==> config.mk <==
export PLATFORM = sky130hd
export DESIGN_NAME = timer_display_ctrl
export DESIGN_NICKNAME = d
export VERILOG_FILES = /design/src/rtl/timer_display_ctrl_pkg.sv /design/src/rtl/bcd_mmss_counter.sv /design/src/rtl/timer_display_ctrl.sv
export SDC_FILE = /design/constraint.sdc
export NUM_CORES = 1
export LEC_CHECK = 0
export CAP_MARGIN = 20
export CORE_ASPECT_RATIO = 1.25
export CORE_MARGIN = 3
export CORE_UTILIZATION = 62
export CTS_CLUSTER_SIZE = 10
export DETAILED_ROUTE_END_ITERATION = 6
export PLACE_DENSITY = 0.9
export REMOVE_ABC_BUFFERS = 1
export SLEW_MARGIN = 20
export SYNTH_ARGS = -nofsm -noshare
export SYNTH_HDL_FRONTEND = slang
export SYNTH_HIERARCHICAL = 1
export SYNTH_SLANG_ARGS = --single-unit
==> constraint.sdc <==
create_clock -name dclk -period 5 [get_ports dclk]
set_clock_uncertainty 0.1 [all_clocks]
set_input_delay 1.5 -clock dclk [delete_from_list [all_inputs] [get_ports dclk]]
set_output_delay 1.5 -clock dclk [all_outputs]
set_load 0.005 [all_outputs]
==> src/rtl/timer_display_ctrl_pkg.sv <==
// rtl/timer_display_ctrl_pkg.sv - shared types and constants for the kitchen-timer display controller
// Purpose : FSM state encoding, digit-code nibbles, BCD limits and the digit-code helper.
// Ports   : none (package).
package timer_display_ctrl_pkg;

    typedef enum logic [1:0] {
        ST_IDLE  = 2'd0,
        ST_RUN   = 2'd1,
        ST_PAUSE = 2'd2,
        ST_ALARM = 2'd3
    } state_e;

    localparam logic [3:0] NIB_VISIBLE  = 4'h0;
    localparam logic [3:0] NIB_BLANK    = 4'hF;
    localparam logic [3:0] DIGIT_MAX    = 4'd9;
    localparam logic [3:0] SEC_TENS_MAX = 4'd5;

    // Display digit: upper nibble selects visible/blanked, lower nibble is the BCD value.
    function automatic logic [7:0] digit_code(input logic blank, input logic [3:0] val);
        return {(blank ? NIB_BLANK : NIB_VISIBLE), val};
    endfunction

endpackage

==> src/rtl/bcd_mmss_counter.sv <==
// rtl/bcd_mmss_counter.sv - four-digit MM:SS BCD counter with edit and countdown operations
// Purpose : holds the time digits; clear, minutes +1 (99->00), seconds +1 (59->00, no carry),
//           decrement with borrow from seconds into minutes.
// Ports   : dclk_i, clr_n_i (sync active-low reset), clear_i, inc_min_i, inc_sec_i, dec_i (one-hot
//           commands, clear wins), mm_tens_o/mm_ones_o/ss_tens_o/ss_ones_o digits, zero_o (00:00),
//           one_o (00:01, i.e. the next decrement lands on 00:00).
module bcd_mmss_counter
    import timer_display_ctrl_pkg::*;
(
    input  logic       dclk_i,
    input  logic       clr_n_i,
    input  logic       clear_i,
    input  logic       inc_min_i,
    input  logic       inc_sec_i,
    input  logic       dec_i,
    output logic [3:0] mm_tens_o,
    output logic [3:0] mm_ones_o,
    output logic [3:0] ss_tens_o,
    output logic [3:0] ss_ones_o,
    output logic       zero_o,
    output logic       one_o
);

    logic [3:0] mt_q, mo_q, st_q, so_q;
    logic [3:0] mt_d, mo_d, st_d, so_d;

    always_comb begin
        mt_d = mt_q;
        mo_d = mo_q;
        st_d = st_q;
        so_d = so_q;
        if (clear_i) begin
            mt_d = 4'd0;
            mo_d = 4'd0;
            st_d = 4'd0;
            so_d = 4'd0;
        end else if (inc_min_i) begin
            if (mo_q == DIGIT_MAX) begin
                mo_d = 4'd0;
                mt_d = (mt_q == DIGIT_MAX) ? 4'd0 : mt_q + 4'd1;
            end else begin
                mo_d = mo_q + 4'd1;
            end
        end else if (inc_sec_i) begin
            if (so_q == DIGIT_MAX) begin
                so_d = 4'd0;
                st_d = (st_q == SEC_TENS_MAX) ? 4'd0 : st_q + 4'd1;
            end else begin
                so_d = so_q + 4'd1;
            end
        end else if (dec_i) begin
            if (so_q == 4'd0) begin
                so_d = DIGIT_MAX;
                if (st_q == 4'd0) begin
                    // ss==00: seconds go to 59 and minutes borrow
                    st_d = SEC_TENS_MAX;
                    if (mo_q == 4'd0) begin
                        mo_d = DIGIT_MAX;
                        mt_d = (mt_q == 4'd0) ? DIGIT_MAX : mt_q - 4'd1;
                    end else begin
                        mo_d = mo_q - 4'd1;
                    end
                end else begin
                    st_d = st_q - 4'd1;
                end
            end else begin
                so_d = so_q - 4'd1;
            end
        end
    end

    always_ff @(posedge dclk_i) begin
        if (!clr_n_i) begin
            mt_q <= 4'd0;
            mo_q <= 4'd0;
            st_q <= 4'd0;
            so_q <= 4'd0;
        end else begin
            mt_q <= mt_d;
            mo_q <= mo_d;
            st_q <= st_d;
            so_q <= so_d;
        end
    end

    assign mm_tens_o = mt_q;
    assign mm_ones_o = mo_q;
    assign ss_tens_o = st_q;
    assign ss_ones_o = so_q;
    assign zero_o    = (mt_q == 4'd0) && (mo_q == 4'd0) && (st_q == 4'd0) && (so_q == 4'd0);
    assign one_o     = (mt_q == 4'd0) && (mo_q == 4'd0) && (st_q == 4'd0) && (so_q == 4'd1);

endmodule

==> src/rtl/timer_display_ctrl.sv <==
// rtl/timer_display_ctrl.sv - kitchen-timer sequencer driving the MM:SS seven-segment digits
// Purpose : IDLE/RUN/PAUSE/ALARM FSM, 1 s tick and alarm blink prescalers, vsync rising-edge
//           detector and frame-gated shadow registers for bcd1..bcd4.
// Ports   : dclk (pixel clock), clr_n (sync active-low reset), vsync (frame boundary on rise),
//           btn_start/btn_stop/btn_min/btn_sec (one-cycle pulses), bcd1..bcd4 (MM:SS digit codes),
//           alarm (in ALARM), running (in RUN).
module timer_display_ctrl
    import timer_display_ctrl_pkg::*;
#(
    parameter int TICK_DIV  = 25_000_000,
    parameter int BLINK_DIV = 12_500_000
) (
    input  logic       dclk,
    input  logic       clr_n,
    input  logic       vsync,
    input  logic       btn_start,
    input  logic       btn_stop,
    input  logic       btn_min,
    input  logic       btn_sec,
    output logic [7:0] bcd1,
    output logic [7:0] bcd2,
    output logic [7:0] bcd3,
    output logic [7:0] bcd4,
    output logic       alarm,
    output logic       running
);

    localparam int TICK_W  = (TICK_DIV  > 1) ? $clog2(TICK_DIV)  : 1;
    localparam int BLINK_W = (BLINK_DIV > 1) ? $clog2(BLINK_DIV) : 1;

    state_e             state_q, state_d;
    logic [TICK_W-1:0]  tick_cnt_q, tick_cnt_d;
    logic [BLINK_W-1:0] blink_cnt_q, blink_cnt_d;
    logic               phase_q, phase_d;
    logic               vsync_prev_q;
    logic [31:0]        bcd_q, bcd_d;
    logic               running_q, alarm_q;

    logic       tick;
    logic       cnt_clear, cnt_inc_min, cnt_inc_sec, cnt_dec;
    logic [3:0] mm_tens, mm_ones, ss_tens, ss_ones;
    logic       time_zero, time_one;
    logic       any_btn, blank, frame_edge;

    bcd_mmss_counter u_counter (
        .dclk_i    (dclk),
        .clr_n_i   (clr_n),
        .clear_i   (cnt_clear),
        .inc_min_i (cnt_inc_min),
        .inc_sec_i (cnt_inc_sec),
        .dec_i     (cnt_dec),
        .mm_tens_o (mm_tens),
        .mm_ones_o (mm_ones),
        .ss_tens_o (ss_tens),
        .ss_ones_o (ss_ones),
        .zero_o    (time_zero),
        .one_o     (time_one)
    );

    // Prescalers sit at zero outside their state, which gives the clear-on-entry behaviour.
    assign tick = (state_q == ST_RUN) && (tick_cnt_q == TICK_W'(TICK_DIV - 1));

    always_comb begin
        tick_cnt_d  = '0;
        blink_cnt_d = '0;
        phase_d     = 1'b0;
        if (state_q == ST_RUN && !tick) begin
            tick_cnt_d = tick_cnt_q + TICK_W'(1);
        end
        if (state_q == ST_ALARM) begin
            phase_d = phase_q;
            if (blink_cnt_q == BLINK_W'(BLINK_DIV - 1)) begin
                phase_d = ~phase_q;
            end else begin
                blink_cnt_d = blink_cnt_q + BLINK_W'(1);
            end
        end
    end

    assign any_btn = btn_start | btn_stop | btn_min | btn_sec;

    // The if/else order inside each state encodes stop > start > min > sec.
    always_comb begin
        state_d     = state_q;
        cnt_clear   = 1'b0;
        cnt_inc_min = 1'b0;
        cnt_inc_sec = 1'b0;
        cnt_dec     = 1'b0;
        case (state_q)
            ST_IDLE, ST_PAUSE: begin
                if (btn_stop) begin
                    cnt_clear = 1'b1;
                    state_d   = ST_IDLE;
                end else if (btn_start) begin
                    if (!time_zero) begin
                        state_d = ST_RUN;
                    end
                end else if (btn_min) begin
                    cnt_inc_min = 1'b1;
                end else if (btn_sec) begin
                    cnt_inc_sec = 1'b1;
                end
            end
            ST_RUN: begin
                if (btn_stop) begin
                    state_d = ST_PAUSE;
                end else if (tick) begin
                    cnt_dec = 1'b1;
                    if (time_one) begin
                        state_d = ST_ALARM;
                    end
                end
            end
            ST_ALARM: begin
                if (any_btn) begin
                    cnt_clear = 1'b1;
                    state_d   = ST_IDLE;
                end
            end
            default: state_d = ST_IDLE;
        endcase
    end

    assign blank      = (state_q == ST_ALARM) && phase_q;
    assign frame_edge = vsync && !vsync_prev_q;

    always_comb begin
        bcd_d = bcd_q;
        if (frame_edge) begin
            bcd_d = {digit_code(blank, mm_tens), digit_code(blank, mm_ones),
                     digit_code(blank, ss_tens), digit_code(blank, ss_ones)};
        end
    end

    always_ff @(posedge dclk) begin
        if (!clr_n) begin
            state_q      <= ST_IDLE;
            tick_cnt_q   <= '0;
            blink_cnt_q  <= '0;
            phase_q      <= 1'b0;
            vsync_prev_q <= 1'b1;
            bcd_q        <= 32'h0;
            running_q    <= 1'b0;
            alarm_q      <= 1'b0;
        end else begin
            state_q      <= state_d;
            tick_cnt_q   <= tick_cnt_d;
            blink_cnt_q  <= blink_cnt_d;
            phase_q      <= phase_d;
            vsync_prev_q <= vsync;
            bcd_q        <= bcd_d;
            running_q    <= (state_q == ST_RUN);
            alarm_q      <= (state_q == ST_ALARM);
        end
    end

    assign bcd1    = bcd_q[31:24];
    assign bcd2    = bcd_q[23:16];
    assign bcd3    = bcd_q[15:8];
    assign bcd4    = bcd_q[7:0];
    assign running = running_q;
    assign alarm   = alarm_q;

endmodule

* After elaboration in Yosys (flattened, before gate mapping)
Cells that the tools add are included.
Storage, ports and cells: register bits after elaboration 103, logic and storage cells 128
Cells by class: add/sub/neg operators 10, eq/ne operators 18, muxes and demuxes 50, bitwise logic cells 7, reduce and logical (&&, ||, !) cells 31
Operator list (count):
- $mux 4 | 27
- $add 25x1->25 const B | 1
- $eq 25x25->1 const B | 1
- $add 24x1->24 const B | 1
- $eq 24x24->1 const B | 1
- $add 4x1->4 const B | 4
- $logic_not 4->1 | 4
- $sub 4x1->4 const B | 4
- $mux 1 | 14
- $mux 2 | 7
- $eq 4x4->1 const B | 3
- $ne 3x3->1 const B | 4
- $reduce_bool 2->1 | 6
- $logic_and 1x1->1 | 8
- $reduce_and 4->1 | 2
- $pmux 2 s3 | 1
- $reduce_and 2->1 | 3
- $reduce_and 6->1 | 1
- $reduce_and 5->1 | 1
- $eq 2x2->1 const B | 2
- $eq 4x1->1 const B | 1
- $eq 4x3->1 const B | 1
- $ne 2x1->1 const B | 2
- $ne 2x2->1 const B | 2
- 8 further kinds | 15

* Longest topological paths before layout
Gate-level depths: netlist (run 1).
depth after elaboration 8, depth in mapped cells 9

* Hierarchy
The synthesis (run 1) kept the hierarchy.
Modules (own cells, without submodules):
- timer_display_ctrl | times used 1, cells an instance 389, area each 3258.1 sq um
- bcd_mmss_counter | times used 1, cells an instance 166, area each 1194.9 sq um

* Worst setup path after synthesis (run 1)
No wires, ideal clock.
path kind input to register, start input port btn_stop, end register u_counter.st_q[3] (netlist: u_counter/ss_tens_o[3]), library setup time 0.070 ns, data arrival time 2.942 ns, slack 1.888 ns, cell stages on the path 6, path buffers 0, cell sequence nor2_1 and3_1 or3_1 a2111o_1 or3_1 a21oi_1
Between the ends: elaborated cells on any way between the ends 19
RTL lines:
- start: declaration | RTL line timer_display_ctrl.sv:17 | input logic btn_stop,
- $mux 1 * | RTL line timer_display_ctrl.sv:91 | if (btn_stop) begin
- $mux 1 * | RTL line timer_display_ctrl.sv:89 | case (state_q)
- net cnt_inc_sec | RTL line timer_display_ctrl.sv:40 | logic cnt_clear, cnt_inc_min, cnt_inc_sec, cnt_dec;
- $ne 2x1->1 (no line) / $reduce_bool 2->1 (equally long branches)
- $reduce_and 4->1 (no line)
- end signal: assignment | RTL line bcd_mmss_counter.sv:81 | st_q <= st_d;
- end: declaration | RTL line bcd_mmss_counter.sv:24 | logic [3:0] mt_q, mo_q, st_q, so_q;
The timed path passes the listed nets; every way through them passes the cells marked *. A chain may end at the register's enable or synchronous reset.

* Worst setup path after layout (run 1)
Same ends and word-level chain as after synthesis.

==> results of run 1 <==
==> Yosys cell counts (14+ instances only) <==
library cell / n
clkbuf_1: 29
or3_1: 24
a21oi_1: 35
xnor2_1: 19
a21boi_0: 17
nor4_1: 14
nand3_1: 25
dfxtp_1: 88
xor2_1: 15
buf_4: 15
o21ai_0: 33
nand2_1: 59
nand4_1: 18
nor2_1: 51
==> flip-flops by register name, indices dropped and copies added, names as in the netlist <==
name and count:
u_counter/ss_tens_o 4, blink_cnt_q 24, vsync_prev_q 1, bcd_q 17
phase_q 1, alarm 1, tick_cnt_q 25, running 1
u_counter/mm_tens_o 4, u_counter/ss_ones_o 4, u_counter/mm_ones_o 4, state_q 2
==> power groups by stage <==
| stage | combinational [mW] | clock [mW] | sequential (mW) |
|---|---|---|---|
| finish | 0.0437 | 0.500 | 0.707 |
| global route | 0.0477 | 0.537 | 0.708 |
| CTS | 0.0424 | 0.507 | 0.707 |
| detailed placement | 0.0419 | 0 | 0.724 |
| global placement | 0.0403 | 0 | 0.723 |
| floorplan | 0.0245 | 0 | 0.722 |
==> placed cells by master (no fill, tap or decap), types with 3 or more instances in the layout <==
master	count
dfxtp_1	88
nand2b_1	7
or4_1	8
and2_1	4
nor2b_1	3
a21oi_1	35
o31ai_1	5
clkbuf_8	11
buf_4	4
clkdlybuf4s50_1	40
nor4_1	14
and3_1	9
or3_1	24
a21boi_0	17
nor2_1	51
nor4b_1	5
nor3_1	10
a31oi_1	5
xor2_1	15
and4_1	4
o21ai_0	33
xnor2_1	19
inv_1	13
nand4_1	18
nand2_1	59
nand3_1	25
==> per-stage QoR <==
stage               instances  hold WS, ns  total power, mW  util (%)
floorplan                 508       0.3372           0.7468         -
global placement          638       0.3516           0.7636     70.38
detailed placement        638       0.3645           0.7656     70.38
CTS                       654       0.3767            1.256     73.32
global route              655       0.3957            1.292     73.43
finish                    655       0.3717            1.251     73.43
==> final cells by class <==
| cell class | instances | area share [%] |
|---|---|---|
| Sequential cell | 88 | 35.43 |
| Timing Repair Buffer | 44 | 8.656 |
| Clock buffer | 13 | 3.196 |
| Tap cell | 87 | 2.189 |
| Inverter | 13 | 0.9814 |
| Multi-Input combinational cell | 407 | 48.74 |
| Clock inverter | 3 | 0.8052 |
==> logic make-up (layout without fill, tap and decap cells) <==
group	Yosys count	in the layout	synth area share, %
AO/OA/AOI/OAI	115	115	16.04
XOR/XNOR	34	34	6.687
adder cells (fa/ha/maj)	2	2	0.5619
buffers and inverters	60	73	6.406
flip-flops	88	88	39.56
multiplexers	1	1	0.2248
AND/OR/NAND/NOR	255	255	30.51
==> path summary, 6_finish.rpt <==
path                                                to  slack [ns]  cells after the start
worst max-delay path            u_counter/ss_tens_o[3]        1.07                      7
worst min-delay path                          bcd_q[1]        0.37                      2
worst max register to register  u_counter/mm_tens_o[3]        2.09                      8
worst min register to register                bcd_q[1]        0.37                      2
==> critical path: cells and delay by family <==
| family | cells | cell delay (ns) |
|---|---|---|
| and+or+nand+nor | 3 | 1.16 |
| AOI/OAI and AO/OA | 3 | 0.93 |
| buffers and inverters | 1 | 0.50 |
==> metal layers <==
metal  vias up  global-route usage (%)  wire [µm]
met4         0                   9.719        214
met1      1951                   27.90       3943
met2       147                   45.12       5271
met3        29                   4.204        472
met5         -                       0          0
li1       1986                       -          -
==> results_dict.tcl, run 1 <==
set metrics [dict create \
    outcome "finished clean" \
    number_of_enable_type_register_cells_in_the_synthesized_netlist 0 \
    layout_overhead_on_the_synthesized_area_pct 11.66 \
    nNetsFinal 572 \
    synth.distinct_cells 53 \
    switching_share_pct 21.89 \
    routed-via-count 4113 \
    chipWidth_um 81.80 \
    seq_area_mm2 0.001762 \
    ys_top_cells_by_area "dfxtp_1, nand2_1, nor2_1" \
    diodes 0 \
    clock_pin_slew_on_the_worst_setup_and_hold_paths_ns 0.08 \
    final_design_area_no_fill_mm2 0.004972 \
    finalWorstSetupSlack_ns 1.069 \
    chipHeight_um 100.8 \
    ctsHtreeMaxLevel 3 \
    area_of_the_core_mm2 0.006771 \
    min_period_over_period_pct 78.62 \
    rsz0062_at_grt "false" \
    design.die.area_mm2 0.008241 \
    timing.final.hold_violations 0 \
    gr-total-overflow 0 \
    postSynth.asyncResetShare_pct 0 \
    crit_path_top_delay_cell "and3_1" \
    synthesis.yosys.warnings 6 \
    yosysTopAreaCellShare_pct 39.56 \
    globalRouteTotalUtil_pct 24.73 \
    ctsResizeCount 0 \
    route.detailed.drc 0 \
    num-fill-cells 519 \
    maximum_fanout_count_along_the_critical_path 22 \
    timing.slew.headroom_pct 48.92 \
    r2r-start "tick_cnt_q[8]" \
    crit_chain "clkdlybuf4s50_1, nor2_1, and3_1, o21bai_1, a2111o_1, or3_1, a21oi_1" \
    critPathRequiredTime_ns 5.18 \
    numClockSinks 88 \
    power_density_mw_per_mm2 251.7 \
    grt_start_max_net_pins 25 \
    placementRows 33 \
    grt_pass1_wl_mm 16.35 \
    clockRootBuffer "clkbuf_8" \
    post-place-ws_ns 0.7546 \
    clock_latency_on_the_worst_skew_pair_ns 0.36 \
    ctsLongestPathBuffers 2 \
    maxClockFrequency_mhz 254.4 \
    net-switching-power_uw 273.9 \
    maxCapViolations 0 \
    routabilityCongestion 0.8522 \
    cts_buffers 9 \
    io_buffers 40 \
    cp_slowest_stage_delay_ns 0.64 \
    holdCritPathClass "flop to flop" \
    synth_ff_type "dfxtp_1" \
    ys_seq_elements 88 \
    multiInputGateArea_mm2 0.002424 \
    final_number_of_max_transition_violations 0 \
    p_leak_nw 1.517 \
    hpwlAfterDp_mm 6.527 \
    drt-wirelength-per-cell_um 15.12 \
    ant_nets 0 \
    finalWorstPathRequiredPeriod_ns 3.931 \
    detail_route.first_pass.iterations 5 \
    fin_tns_setup_ns 0 \
    timing_worst_setup_path_type "input pin to flop" \
    grt_pass1_vias 3747 \
    antenna_found_initial 0 \
    ys_seq_area_share_pct 39.56 \
    cp-end-kind "flop" \
    worst_setup_path_start_kind "input pin" \
    setup_viol 0 \
    p_clk_share_pct 40.0 \
    cts_hold_buf 0 \
    cts_setup_buffers 0 \
    post_synth_instance_area_mm2 0.004453 \
    fraction_of_layout_cells_with_a_size_suffix_above_1_pct 5.106 \
    setup.worst_path.start "btn_stop" \
    power.internal_uw 977.5 \
    netlist.top_cell.by_area "dfxtp_1" \
    detail_route.wirelength_mm 9.901 \
    p_comb_share_pct 3.5 \
    holdCritStartpoint "bcd_q[1]" \
    cts_tree "done" \
    synthesis.area_per_instance_um2 8.023 \
    floorplan.initialDensity_pct 65.76 \
    worst_slew_pin_slew_ns 0.7638 \
    critPathArrivalTime_ns 4.11 \
    routed_via_density 6.279 \
    pin_count 41 \
    worst_case_vdd_ir_drop_mv 0.1996 \
    drt_iter0_drc 270 \
    netlist_instances 555 \
    dpl-instance-area_mm2 0.004766 \
    p_seq_share_pct 56.5 \
]
Note: power is estimated with default switching activity, not from simulation.
==> inputs of run 2 (changes only) <==
--- a/config.mk
+++ b/config.mk
@@ -8,10 +8,10 @@
 export CAP_MARGIN = 20
 export CORE_ASPECT_RATIO = 1.25
 export CORE_MARGIN = 3
-export CORE_UTILIZATION = 62
+export CORE_UTILIZATION = 57
 export CTS_CLUSTER_SIZE = 10
 export DETAILED_ROUTE_END_ITERATION = 6
-export PLACE_DENSITY = 0.9
+export PLACE_DENSITY = 0.84
 export REMOVE_ABC_BUFFERS = 1
 export SLEW_MARGIN = 20
 export SYNTH_ARGS = -nofsm -noshare
==> constraint.sdc (replaced) <==
create_clock -name dclk -period 3.7 [get_ports dclk]
set_clock_uncertainty 0.1 [all_clocks]
set_input_delay 1.11 -clock dclk [delete_from_list [all_inputs] [get_ports dclk]]
set_output_delay 1.11 -clock dclk [all_outputs]
set_load 0.005 [all_outputs]
==> results_dict.tcl, run 2 (synthesis results as in run 1) <==
set metrics [dict create \
    outcome "finished clean" \
    final_number_of_max_transition_violations 0 \
    worst_case_vdd_ir_drop_mv 0.1964 \
    worst_slew_pin_slew_ns 0.7510 \
    globalRouteTotalUtil_pct 22.32 \
    worst_hold_slack_ns 0.3651 \
    ant_nets 0 \
    rsz0062_at_grt "false" \
    ctsResizeCount 0 \
    grt_pass1_vias 3784 \
    routed-via-count 3989 \
    maxCapViolations 0 \
    maxClockFrequency_mhz 318.3 \
    fin_total_pwr_mw 1.887 \
    ctsHtreeMaxLevel 3 \
    gr-max-usage-layer "met2" \
    power_density_mw_per_mm2 371.3 \
    nNetsFinal 576 \
    layout_top_registers "tick_cnt_q (25), blink_cnt_q (24), bcd_q (17)" \
    fin_tns_setup_ns 0 \
    detail_route.wirelength_mm 9.868 \
    rr_endpoint "u_counter/mm_ones_o[1]" \
    routabilityCongestion 0.8398 \
    design.die.area_mm2 0.008915 \
    p_leak_nw 1.561 \
    grt_start_max_net_pins 25 \
    pin_count 41 \
    endpoint "u_counter/ss_tens_o[3]" \
    grt_util_met2_pct 40.11 \
    global_route.usage.met3_pct 3.707 \
    dpl-instance-area_mm2 0.004802 \
    clock_pin_slew_on_the_worst_setup_and_hold_paths_ns 0.09 \
    finalWorstPathRequiredPeriod_ns 3.141 \
    diodes 0 \
    cts_buffers 9 \
    top_register "tick_cnt_q" \
    cts_setup_buffers 0 \
    floorplan.initialDensity_pct 59.47 \
    gr-total-overflow 0 \
    holdCritPathClass "flop to flop" \
    largest_reg_flops 25 \
    min_period_over_period_pct 84.90 \
    maximum_fanout_count_along_the_critical_path 7 \
    worst_reg2reg_setup_slack_ns 0.61 \
    drt_iter0_drc 206 \
    detail_route.first_pass.iterations 4 \
    r2r-start "tick_cnt_q[19]" \
    cts_tree "done" \
    clockRootBuffer "clkbuf_8" \
    timing.final.hold_violations 0 \
    chipWidth_um 85.06 \
    antenna_found_initial 0 \
    numClockSinks 88 \
    setup_viol 0 \
    cp-end-kind "flop" \
    placementRows 35 \
    cts_hold_buf 0 \
    ctsLongestPathBuffers 2 \
    logic_depth_of_the_worst_register_to_register_path 8 \
    timing.slew.headroom_pct 49.76 \
    timing_worst_setup_path_type "input pin to flop" \
    critPathRequiredTime_ns 3.89 \
    route.detailed.drc 0 \
    layout_overhead_on_the_synthesized_area_pct 14.11 \
    mostFrequentLayoutCell "dfxtp_1" \
    fraction_of_layout_cells_with_a_size_suffix_above_1_pct 6.119 \
    final_design_area_no_fill_mm2 0.005081 \
    chipHeight_um 104.8 \
    routed_via_density 6.008 \
    setup.worst_path.start "btn_stop" \
    grt_pass1_wl_mm 16.86 \
    io_buffers 40 \
    met1_usage_pct 26.33 \
    area_of_the_core_mm2 0.007488 \
    drt-wirelength-per-cell_um 14.86 \
    worst_setup_path_start_kind "input pin" \
    critPathArrivalTime_ns 3.33 \
    layout_common_cells "dfxtp_1, nand2_1, nor2_1" \
    hpwlAfterDp_mm 6.809 \
    clock_latency_on_the_worst_skew_pair_ns 0.36 \
]
[run 2: cell types whose count changed in the layout (fill, tap and decap cells not counted), sizes merged]
cell      before  now
buf            4    8
bufinv         1    4
clkbuf        13    9
clkinv         2    1
clkinvlp       0    2
[run 2: worst min-delay path by stage]
stage                              from             to  cells after the start  slack [ns]
final                         bcd_q[24]      bcd_q[24]                      2        0.37
after global routing          bcd_q[11]      bcd_q[11]                      2        0.39
after CTS                     bcd_q[24]      bcd_q[24]                      2        0.37
after detailed placement      bcd_q[24]      bcd_q[24]                      2        0.36
after global placement         bcd_q[1]       bcd_q[1]                      2        0.35
after floorplan           tick_cnt_q[0]  tick_cnt_q[0]                      1        0.34
[run 2: area by class of cell]
class | count | area [µm²]
well taps | 92 | 115.1
clock inverters | 7 | 143.9
fillers | 595 | 2407
multi-input cells | 407 | 2424
inverters | 13 | 48.80
repair buffers | 48 | 464.2
flip-flops and latches | 88 | 1762
clock buffers | 9 | 123.9
[run 2: metrics by stage]
stage                     utilization [%]  cells  setup slack (ns)
after floorplan                         -    508           0.03644
after global placement              64.13    647            0.2746
after detailed placement            64.13    647            0.2284
after CTS                           67.70    663            0.5887
after global routing                67.85    664            0.3726
final                               67.85    664            0.5586
[run 2: layer usage]
metal / wire length (µm) / up-vias
met4: 228 / 0
li1: - / 1998
met1: 4145 / 1854
met5: 0 / -
met2: 5092 / 112
met3: 402 / 25
[run 2: worst max-delay path: stages]
cell and delay, ns:
clkdlybuf4s50_1 0.56, nor2_1 0.08, and3_1 0.26, or3_1 0.33
a2111o_1 0.52, or3_1 0.35, a21oi_1 0.12
[run 2: where the power goes]
part	total (mW)	leakage [nW]	switching (mW)	internal, mW
logic	0.0605	0.726	0.0349	0.0255
registers	0.956	0.709	0.00632	0.949
clock network	0.870	0.126	0.353	0.518
total	1.89	1.56	0.394	1.49
